### src/rtl/pipe_mem_arb.sv
// pipe_mem_arb: shares one single-port synchronous RAM between the
// instruction-fetch port (read-only) and the memory-stage port (read/write).
// Each access runs IDLE -> ISSUE -> [WAIT x RD_LAT] -> ACK.
// MEM normally beats IF. Define PIPE_MEM_ARB_FAIR_EN to add a starvation
// counter that hands IF one grant after STARVE_MAX MEM wins taken while IF
// was waiting.
//
// state | meaning
// IDLE  | no access in flight; arbitrate and latch the winner
// ISSUE | ram_en high for one cycle (write lands here)
// WAIT  | read latency countdown; capture ram_rdata when count hits 1
// ACK   | one-cycle completion pulse to the owner

module pipe_mem_arb #(
  parameter int DW         = 32,
  parameter int AW         = 10,
  parameter int RD_LAT     = 1,
  parameter int STARVE_MAX = 4
) (
  input  logic          clock,
  input  logic          resetn,
  input  logic          if_req,
  input  logic [AW-1:0] if_addr,
  output logic          if_ack,
  output logic [DW-1:0] if_rdata,
  input  logic          mem_req,
  input  logic          mem_we,
  input  logic [AW-1:0] mem_addr,
  input  logic [DW-1:0] mem_wdata,
  output logic          mem_ack,
  output logic [DW-1:0] mem_rdata,
  output logic          ram_en,
  output logic          ram_we,
  output logic [AW-1:0] ram_addr,
  output logic [DW-1:0] ram_wdata,
  input  logic [DW-1:0] ram_rdata,
  output logic          busy
);

  if (RD_LAT < 1 || RD_LAT > 15) begin : g_bad_rd_lat
    $error("pipe_mem_arb: RD_LAT must be in 1..15");
  end
  if (STARVE_MAX < 1 || STARVE_MAX > 15) begin : g_bad_starve_max
    $error("pipe_mem_arb: STARVE_MAX must be in 1..15");
  end

  localparam logic [3:0] RD_LAT_C = 4'(RD_LAT);

  typedef enum logic [1:0] {S_IDLE, S_ISSUE, S_WAIT, S_ACK} state_t;

  state_t        state_q, state_d;
  logic          owner_q, owner_d;        // 1 = MEM owns the access, 0 = IF
  logic          ram_en_q, ram_en_d;
  logic          ram_we_q, ram_we_d;
  logic [AW-1:0] ram_addr_q, ram_addr_d;
  logic [DW-1:0] ram_wdata_q, ram_wdata_d;
  logic [3:0]    cnt_q, cnt_d;
  logic [DW-1:0] if_rdata_q, if_rdata_d;
  logic [DW-1:0] mem_rdata_q, mem_rdata_d;
  logic          grant_mem, grant_if;

`ifdef PIPE_MEM_ARB_FAIR_EN
  localparam logic [3:0] STARVE_LIM = 4'(STARVE_MAX);

  logic [3:0] starve_q, starve_d;

  // Count MEM wins taken while IF was also asking; any IF win clears it.
  always_comb begin
    starve_d = starve_q;
    if (state_q == S_IDLE) begin
      if (grant_if) begin
        starve_d = '0;
      end else if (grant_mem && if_req) begin
        starve_d = starve_q + 4'd1;
      end
    end
  end

  // Starvation counter register.
  always_ff @(posedge clock or negedge resetn) begin
    if (!resetn) begin
      starve_q <= '0;
    end else begin
      starve_q <= starve_d;
    end
  end
`endif

  // Winner selection: MEM first, except when IF has been starved long enough.
  always_comb begin
    grant_mem = mem_req;
    grant_if  = if_req & ~mem_req;
`ifdef PIPE_MEM_ARB_FAIR_EN
    if (mem_req && if_req && (starve_q >= STARVE_LIM)) begin
      grant_mem = 1'b0;
      grant_if  = 1'b1;
    end
`endif
  end

  // Next-state and datapath next values; ram_en/ram_we default low so they
  // are high only during ISSUE.
  always_comb begin
    state_d     = state_q;
    owner_d     = owner_q;
    ram_en_d    = 1'b0;
    ram_we_d    = 1'b0;
    ram_addr_d  = ram_addr_q;
    ram_wdata_d = ram_wdata_q;
    cnt_d       = cnt_q;
    if_rdata_d  = if_rdata_q;
    mem_rdata_d = mem_rdata_q;
    case (state_q)
      S_IDLE: begin
        if (grant_mem) begin
          owner_d     = 1'b1;
          ram_en_d    = 1'b1;
          ram_we_d    = mem_we;
          ram_addr_d  = mem_addr;
          ram_wdata_d = mem_wdata;
          state_d     = S_ISSUE;
        end else if (grant_if) begin
          owner_d    = 1'b0;
          ram_en_d   = 1'b1;
          ram_we_d   = 1'b0;
          ram_addr_d = if_addr;
          state_d    = S_ISSUE;
        end
      end
      S_ISSUE: begin
        if (ram_we_q) begin
          state_d = S_ACK;
        end else begin
          cnt_d   = RD_LAT_C;
          state_d = S_WAIT;
        end
      end
      S_WAIT: begin
        cnt_d = cnt_q - 4'd1;
        if (cnt_q == 4'd1) begin
          if (owner_q) begin
            mem_rdata_d = ram_rdata;
          end else begin
            if_rdata_d = ram_rdata;
          end
          state_d = S_ACK;
        end
      end
      S_ACK: begin
        state_d = S_IDLE;
      end
      default: begin
        state_d = S_IDLE;
      end
    endcase
  end

  // State and datapath registers; reset abandons any access in flight.
  always_ff @(posedge clock or negedge resetn) begin
    if (!resetn) begin
      state_q     <= S_IDLE;
      owner_q     <= 1'b0;
      ram_en_q    <= 1'b0;
      ram_we_q    <= 1'b0;
      ram_addr_q  <= '0;
      ram_wdata_q <= '0;
      cnt_q       <= '0;
      if_rdata_q  <= '0;
      mem_rdata_q <= '0;
    end else begin
      state_q     <= state_d;
      owner_q     <= owner_d;
      ram_en_q    <= ram_en_d;
      ram_we_q    <= ram_we_d;
      ram_addr_q  <= ram_addr_d;
      ram_wdata_q <= ram_wdata_d;
      cnt_q       <= cnt_d;
      if_rdata_q  <= if_rdata_d;
      mem_rdata_q <= mem_rdata_d;
    end
  end

  assign ram_en    = ram_en_q;
  assign ram_we    = ram_we_q;
  assign ram_addr  = ram_addr_q;
  assign ram_wdata = ram_wdata_q;
  assign if_rdata  = if_rdata_q;
  assign mem_rdata = mem_rdata_q;
  assign if_ack    = (state_q == S_ACK) & ~owner_q;
  assign mem_ack   = (state_q == S_ACK) & owner_q;
  assign busy      = (state_q != S_IDLE);

endmodule

### config.mk
export PLATFORM = sky130hd
export DESIGN_NAME = pipe_mem_arb
export DESIGN_NICKNAME = d
export VERILOG_FILES = /design/src/rtl/pipe_mem_arb.sv
export SDC_FILE = /design/constraint.sdc
export NUM_CORES = 1
export LEC_CHECK = 0
export CORE_ASPECT_RATIO = 2
export CORE_MARGIN = 2
export CORE_UTILIZATION = 43
export CTS_CLUSTER_SIZE = 20
export DETAILED_ROUTE_END_ITERATION = 12
export GPL_TIMING_DRIVEN = 1
export PLACE_DENSITY = 0.92
export SLEW_MARGIN = 40
export SYNTH_ARGS = -nofsm -noshare
export SYNTH_HDL_FRONTEND = slang
export SYNTH_SLANG_ARGS = --single-unit
### constraint.sdc
create_clock -name clock -period 2.4 [get_ports clock]
set_input_delay 0.24 -clock clock [delete_from_list [all_inputs] [get_ports clock]]
set_output_delay 0.24 -clock clock [all_outputs]
set_load 0.05 [all_outputs]
==> results.py, run 1 <==
metrics = {
    "worst_setup_path": {
        "crit_fanout": 5,
        "critical_path_arrival_ps": 2000,
        "r2r_end": "mem_rdata[18]$_DFFE_PN0P_",
        "cp_slowest_stage_delay_ps": 830,
        "rrSetupSlack_ps": 220,
        "cp_cell_sequence": "ha_1, nor2b_1, clkdlybuf4s50_1",
        "r2r_cells": 6,
        "cp.required_ps": 2160,
        "critical_path_class": "reg -> out",
        "r2r-start": "state_q[0]$_DFFE_PN0P_",
        "start_kind": "flop",
        "slowest_stage": "clkdlybuf4s50_1",
        "crit_start": "state_q[1]$_DFFE_PN0P_",
        "end_kind": "output port",
    },
    "routing": {
        "top_layer": "met4",
        "vias": 3374,
        "dr.pass1.iters": 4,
        "postRouteAntennaNets": 0,
        "wl_met3_um": 675,
        "wire_per_inst_um": 17.8,
        "drt-met1-wl_um": 3950,
        "drt_iter0_markers": 75,
        "drt-vias-per-instance": 5.02,
        "wl_met2_um": 6780,
        "routed_wl_um": 11900,
        "drc": 0,
    },
    "clock_network": {
        "cts_tree": "yes",
        "root_buffer": "clkbuf_16",
        "cts_buffers": 17,
        "clk_pin_slew_ps": 50,
        "clockBufferDepth": 2,
        "htreeDepth": 4,
        "clock_latency_ps": 400,
        "numClockSinks": 115,
    },
    "timing": {
        "fmax_mhz": 446,
        "rsz0062_at_grt": "false",
        "fin_tns_setup_ps": 0,
        "fin_crit_ps": 2240,
        "slew_headroom_pct": 57.4,
        "final-hold-violation-count": 0,
        "holdWs_ps": 388,
        "finalClockSkew_ps": 6.48,
        "setup_violations": 0,
        "worst_slew_pin_slew_ps": 639,
        "drv_slew": 0,
        "fin_crit_sh_pct": 93.4,
    },
    "yosys": {
        "synth_top_area_share_pct": 60.8,
        "async_flop_share_pct": 100,
        "syn_area_per_cell_sq_um": 15.5,
        "synth.largest_area_cell": "dfrtp_1",
        "syn-instance-count": 306,
        "synth_edf_count": 0,
        "synthDistinctLibCells": 35,
        "synthFlopType": "dfrtp_1",
        "syn_nets": 401,
        "synth_area_sq_mm": 0.00473,
        "synthTopCellsByCount": "115 x dfrtp_1, 67 x mux2_2, 30 x mux2_4, 15 x o21ai_0, 12 x nand2_1",
        "seq_area_frac_synth_pct": 60.8,
        "yosys_warnings": 0,
        "synthTopCellsByArea": "dfrtp_1 61%, mux2_2 16%, mux2_4 9.5%",
        "yosysMostFrequentCell": "dfrtp_1",
        "ys_ff_latch": 115,
    },
    "grt": {
        "grt_max_degree": 52,
        "antenna_found_initial": 0,
        "grt_pass1_vias": 3783,
        "globalRouteOverflowTotal": 0,
        "grt_pass1_wl_um": 19100,
        "grt.total_usage_pct": 21.2,
    },
    "outcome": {
        "run_status": "finished, final reports clean",
    },
    "floorplan": {
        "core_area_sq_mm": 0.0108,
        "start_util_pct": 43.8,
        "fp.dieArea_sq_mm": 0.0119,
        "io_pins": 200,
        "die_w_um": 78.2,
        "rows": 54,
        "die_h_um": 152,
    },
    "finish": {
        "area_growth_syn_to_layout_pct": 58.7,
        "nNetsFinal": 614,
        "layout-drive-gt1-share_pct": 26.9,
        "fin_util_pct": 69.5,
        "antenna_cells": 0,
    },
    "placed_design": {
        "dp_hpwl_um": 8890,
        "port_buffers": 199,
        "gp_congestion": 0.834,
    },
    "flow_run": {
        "cap_violations": 0,
    },
    "hold_path": {
        "hold_class": "in -> async",
    },
}
metal layers:
metal | GRT usage [%] | up-vias
met2 | 39.3 | 160
met3 | 5.98 | 33
met4 | 12.4 | 0
li1 | - | 1504
met1 | 20.0 | 1677
met5 | 0 | -
flip-flops by register name, indices dropped and copies added, names as in the netlist:
signal,flops
state_q,2
if_rdata,32
ram_en,1
mem_rdata,32
owner_q,1
ram_wdata,32
ram_we,1
ram_addr,10
cnt_q,4
critical path: cells and delay by family (launching register included):
kind	cells	cell delay [ps]
buf+inv	1	830
simple gates	1	130
fa+ha+maj	1	210
flops	1	420
timing repair:
item,4_1_cts,5_1_grt
buffers inserted,0,0
resized for setup,0,1
hold endpoints to repair,48,0
setup endpoints to repair,0,1
hold buffers,1,0
layout by cell type (no fill, tap or decap), types with 2 or more instances in the layout:
| cell type | n |
|---|---|
| a21oi_1 | 2 |
| and3_1 | 2 |
| buf_12 | 3 |
| buf_4 | 7 |
| bufinv_16 | 3 |
| clkbuf_16 | 17 |
| clkdlybuf4s50_1 | 197 |
| clkinv_4 | 2 |
| clkinvlp_4 | 5 |
| dfrtp_1 | 115 |
| ha_1 | 6 |
| inv_1 | 9 |
| inv_6 | 2 |
| mux2_2 | 67 |
| mux2_4 | 30 |
| mux2i_1 | 10 |
| nand2_1 | 12 |
| nor2_1 | 3 |
| o21ai_0 | 14 |
how the worst max path moves through the flow:
stage,endpoint,slack [ps]
2_1_floorplan,state_q[1]$_DFFE_PN0P_,710
3_3_place_gp,mem_rdata[27]$_DFFE_PN0P_,380
3_5_place_dp,mem_rdata[13]$_DFFE_PN0P_,260
4_1_cts,busy,60
5_1_grt,if_ack,90
6_report,if_ack,160
logic make-up after synthesis:
logic type | after synthesis | share of synthesized area [%]
AOI/OAI and AO/OA | 24 | 3.12
DFF | 115 | 60.8
and+or+nand+nor | 29 | 3.25
buffers and inverters | 24 | 3.44
muxes | 107 | 27.6
xor gates and xnor gates | 1 | 0.185
adders and majority gates | 6 | 1.59
area by class of cell:
class / instances / area [sq um]
fillers: 742 / 3300
flip-flops and latches: 115 / 2880
repair buffers: 209 / 2110
multi-input cells: 167 / 1700
clock buffers: 18 / 439
clock inverters: 14 / 179
well taps: 140 / 175
inverters: 9 / 33.8
through the flow:
stage / cell area [sq um] / setup slack, ps / std cells
6_report: 7510 / 157 / 672
5_1_grt: 7510 / 89.2 / 672
4_1_cts: 7510 / 60.0 / 672
3_5_place_dp: 6880 / 262 / 639
3_3_place_gp: 6880 / 376 / 639
2_1_floorplan: 4730 / 713 / 306
Power of run 1 is not shown: default switching activity piles up to over one toggle a cycle in this logic, so the estimate is an artifact.
==> inputs of run 2 (changes only) <==
- CORE_ASPECT_RATIO: 2 -> 1.1
==> results.py, run 2 (synthesized netlist as in run 1, its figures left out) <==
metrics = {
    "routing": {
        "drt-vias-per-instance": 4.86,
        "postRouteAntennaNets": 0,
        "routed_wl_um": 11600,
        "vias": 3282,
        "wire_per_inst_um": 17.2,
        "drc": 0,
        "dr.pass1.iters": 4,
        "drt_iter0_markers": 92,
    },
    "clock_network": {
        "numClockSinks": 115,
        "cts_tree": "yes",
        "root_buffer": "clkbuf_16",
        "clock_latency_ps": 400,
        "cts_resized": 0,
        "clockBufferDepth": 2,
        "cts_buffers": 17,
        "htreeDepth": 4,
        "clk_pin_slew_ps": 50,
    },
    "floorplan": {
        "die_h_um": 114,
        "fp.dieArea_sq_mm": 0.0119,
        "core_area_sq_mm": 0.0108,
        "start_util_pct": 43.8,
        "io_pins": 200,
        "die_w_um": 104,
        "rows": 40,
    },
    "outcome": {
        "run_status": "finished, final reports clean",
    },
    "worst_setup_path": {
        "r2r_end": "mem_rdata[8]$_DFFE_PN0P_",
        "critical_path_class": "reg -> out",
        "start_kind": "flop",
        "end_kind": "output port",
        "cp.required_ps": 2160,
        "crit_start": "state_q[0]$_DFFE_PN0P_",
        "rrSetupSlack_ps": 280,
        "crit_fanout": 5,
        "r2r-start": "state_q[0]$_DFFE_PN0P_",
        "critical_path_arrival_ps": 2080,
        "endpoint": "busy",
        "r2r_cells": 6,
    },
    "flow_run": {
        "cap_violations": 0,
    },
    "finish": {
        "final_cell_mix": "198 x clkdlybuf4s50_1, 115 x dfrtp_1, 67 x mux2_2",
        "area_growth_syn_to_layout_pct": 58.4,
        "final_common_cell": "clkdlybuf4s50_1",
        "seqCellArea_sq_mm": 0.00288,
        "nNetsFinal": 612,
        "fill_cells": 774,
        "layout-drive-gt1-share_pct": 26.3,
        "layoutNonFillerInstCount": 676,
        "multi_input_comb_area_sq_mm": 0.00170,
        "antenna_cells": 0,
    },
    "placed_design": {
        "pre_cts_ws_ps": 296,
        "gp_congestion": 0.777,
        "dp_hpwl_um": 8440,
        "place_inst": 644,
        "port_buffers": 199,
    },
    "timing": {
        "fin_crit_ps": 2320,
        "rsz0062_at_grt": "false",
        "worst_slew_pin_slew_ps": 567,
        "fmax_mhz": 431,
        "finalClockSkew_ps": 9.99,
        "drv_slew": 0,
        "slew_headroom_pct": 62.1,
        "setup_slack_ps": 81.4,
        "setup_violations": 0,
        "fin_tns_setup_ps": 0,
        "final-hold-violation-count": 0,
        "fin_crit_sh_pct": 96.6,
    },
    "grt": {
        "grt_pass1_vias": 3597,
        "globalRouteOverflowTotal": 0,
        "grt_pass1_wl_um": 18500,
        "grt.total_usage_pct": 20.1,
        "antenna_found_initial": 0,
        "grt_max_degree": 56,
    },
    "hold_path": {
        "hold_class": "in -> async",
    },
}
## run 2: cell types whose count changed in the layout (fill, tap and decap cells not counted), sizes merged
cell and change:
clkdlybuf4s50 +1, dlymetal6s2s -1, clkbuf +4, inv -3, buf -2, clkinvlp -2
## run 2: worst max-delay path: stages, from the launching register on
cell and delay, ps:
dfrtp_1 410, inv_1 100, ha_1 260, inv_1 110, clkdlybuf4s50_1 810
## run 2: through the flow
step | area (sq um) | utilization [%] | hold WS [ps]
after floorplan | 4730 | - | -55.6
after global placement | 6870 | 63.6 | 195
after detailed placement | 6870 | 63.6 | 204
after CTS | 7490 | 69.3 | 324
after global routing | 7490 | 69.3 | 345
final | 7490 | 69.3 | 326
## run 2: metal layers
layer | track usage (%) | share of wire (%) | wire length [um] | up-vias
li1 | - | - | - | 1496
met1 | 21.1 | 39 | 4470 | 1637
met2 | 36.1 | 52 | 6080 | 143
met3 | 8.74 | 8.2 | 948 | 6
met4 | 7.39 | 1.0 | 116 | 0
met5 | 0 | 0 | 0 | -
## run 2: area by class of cell
| class | count | area share (%) |
|---|---|---|
| flip-flops and latches | 115 | 38.4 |
| well taps | 147 | 2.45 |
| clock buffers | 22 | 6.46 |
| inverters | 9 | 0.451 |
| repair buffers | 207 | 27.9 |
| multi-input cells | 167 | 22.7 |
| clock inverters | 9 | 1.70 |
## run 2: repair_timing
action	CTS	global route
endpoints found under the hold margin	30	0
hold buffers	1	0
buffers inserted	0	0
setup endpoints to repair	0	0
## run 2: worst min path at each step
stage / to / startpoint / slack, ps / cells past startpoint
after floorplan: cnt_q[0]$_DFFE_PN0P_ / resetn / -60 / 0
after global placement: mem_rdata[0]$_DFFE_PN0P_ / resetn / 190 / 1
after detailed placement: mem_rdata[0]$_DFFE_PN0P_ / resetn / 200 / 1
after CTS: mem_rdata[16]$_DFFE_PN0P_ / resetn / 320 / 2
after global routing: mem_rdata[0]$_DFFE_PN0P_ / resetn / 350 / 2
final: mem_rdata[0]$_DFFE_PN0P_ / resetn / 330 / 2
Power of run 2 is left out for the same reason.
==> inputs of run 3 (changes only) <==
- GPL_TIMING_DRIVEN: 1 -> 0
==> results.py, run 3 (synthesized netlist as in run 1, its figures left out) <==
metrics = {
    "outcome": {
        "run_status": "finished, final reports clean",
    },
    "grt": {
        "grt.total_usage_pct": 21.0,
        "antenna_found_initial": 0,
        "globalRouteOverflowTotal": 0,
        "grt_pass1_wl_um": 19200,
        "grt_max_degree": 68,
        "grt_pass1_vias": 3590,
    },
    "finish": {
        "multi_input_comb_area_sq_mm": 0.00169,
        "antenna_cells": 0,
        "area_growth_syn_to_layout_pct": 59.9,
        "fill_cells": 776,
        "final_common_cell": "clkdlybuf4s50_1",
        "seqCellArea_sq_mm": 0.00288,
        "final_cell_mix": "197 x clkdlybuf4s50_1, 115 x dfrtp_1, 67 x mux2_2",
        "nNetsFinal": 620,
        "layout-drive-gt1-share_pct": 26.6,
    },
    "routing": {
        "wire_per_inst_um": 17.3,
        "postRouteAntennaNets": 0,
        "drt-vias-per-instance": 4.84,
        "dr.pass1.iters": 4,
        "drt_iter0_markers": 88,
        "drc": 0,
        "routed_wl_um": 11800,
        "vias": 3313,
    },
    "placed_design": {
        "dp_hpwl_um": 8590,
        "gp_congestion": 0.817,
        "port_buffers": 198,
    },
    "timing": {
        "fmax_mhz": 434,
        "worst_slew_pin_slew_ps": 576,
        "drv_slew": 0,
        "setup_violations": 0,
        "final-hold-violation-count": 0,
        "fin_crit_sh_pct": 96.0,
        "fin_tns_setup_ps": 0,
        "finalClockSkew_ps": 7.05,
        "rsz0062_at_grt": "false",
        "slew_headroom_pct": 61.5,
        "holdWs_ps": 268,
        "fin_crit_ps": 2310,
    },
    "worst_setup_path": {
        "cp.required_ps": 2160,
        "critical_path_arrival_ps": 2070,
        "endpoint": "busy",
        "crit_fanout": 5,
        "end_kind": "output port",
        "r2r-start": "state_q[0]$_DFFE_PN0P_",
        "crit_start": "state_q[0]$_DFFE_PN0P_",
        "rrSetupSlack_ps": 410,
        "start_kind": "flop",
        "critical_path_class": "reg -> out",
        "r2r_cells": 6,
        "r2r_end": "if_rdata[0]$_DFFE_PN0P_",
    },
    "clock_network": {
        "cts_setup_buffers": 0,
        "root_buffer": "clkbuf_16",
        "cts_tree": "yes",
        "clockBufferDepth": 2,
        "cts_buffers": 17,
        "cts_resized": 0,
        "clock_latency_ps": 400,
        "htreeDepth": 4,
        "hold_buffers": 1,
        "clk_pin_slew_ps": 50,
        "numClockSinks": 115,
    },
    "floorplan": {
        "start_util_pct": 43.8,
        "io_pins": 200,
        "die_w_um": 104,
        "rows": 40,
        "core_area_sq_mm": 0.0108,
        "die_h_um": 114,
        "fp.dieArea_sq_mm": 0.0119,
    },
    "flow_run": {
        "cap_violations": 0,
    },
    "hold_path": {
        "hold_class": "in -> reg",
    },
}
==> run 3: changes by cell type in the layout (fill, tap and decap cells not counted), moves of 2 or more <==
cell      change
buf_2         +4
buf_4         -2
clkbuf_1      +4
clkbuf_8      -3
clkinv_4      +3
==> run 3: per-stage QoR <==
stage          area, sq um  utilization [%]  setup slack [ps]  cells
6_report              7570             70.0              94.9    685
5_1_grt               7570             70.0              4.38    685
3_3_place_gp          6900             63.8             -3110    651
4_1_cts               7570             70.0              68.2    685
2_1_floorplan         4730                -               713    306
3_5_place_dp          6930             64.1               384    652
==> run 3: how the worst min path moves through the flow <==
stage,startpoint,endpoint,depth (start not counted)
final,mem_req,ram_addr[8]$_DFFE_PN0P_,3
after global routing,mem_req,ram_addr[8]$_DFFE_PN0P_,3
after CTS,mem_req,ram_addr[8]$_DFFE_PN0P_,3
after detailed placement,resetn,mem_rdata[11]$_DFFE_PN0P_,1
after global placement,ram_addr[6]$_DFFE_PN0P_,ram_addr[6]$_DFFE_PN0P_,2
after floorplan,resetn,cnt_q[0]$_DFFE_PN0P_,0
==> run 3: routing by layer <==
layer | wire, um | GRT usage [%]
met5 | 0 | 0
met4 | 196 | 7.12
met3 | 901 | 8.46
met2 | 6010 | 35.7
met1 | 4740 | 24.3
==> run 3: final cells by class <==
| type | count | area share, % |
|---|---|---|
| tap | 147 | 2.43 |
| clock buffer | 19 | 5.85 |
| clock inverter | 13 | 2.43 |
| buffer | 15 | 1.70 |
| multi-input combinational | 167 | 22.3 |
| timing repair buffer | 200 | 26.8 |
| sequential | 115 | 38.0 |
| inverter | 9 | 0.447 |
==> run 3: worst max-delay path, stage by stage (launching register included) <==
cell             delay [ps]
dfrtp_1                 400
inv_1                   100
ha_1                    260
inv_1                   100
clkdlybuf4s50_1         800
Power of run 3 is left out for the same reason.
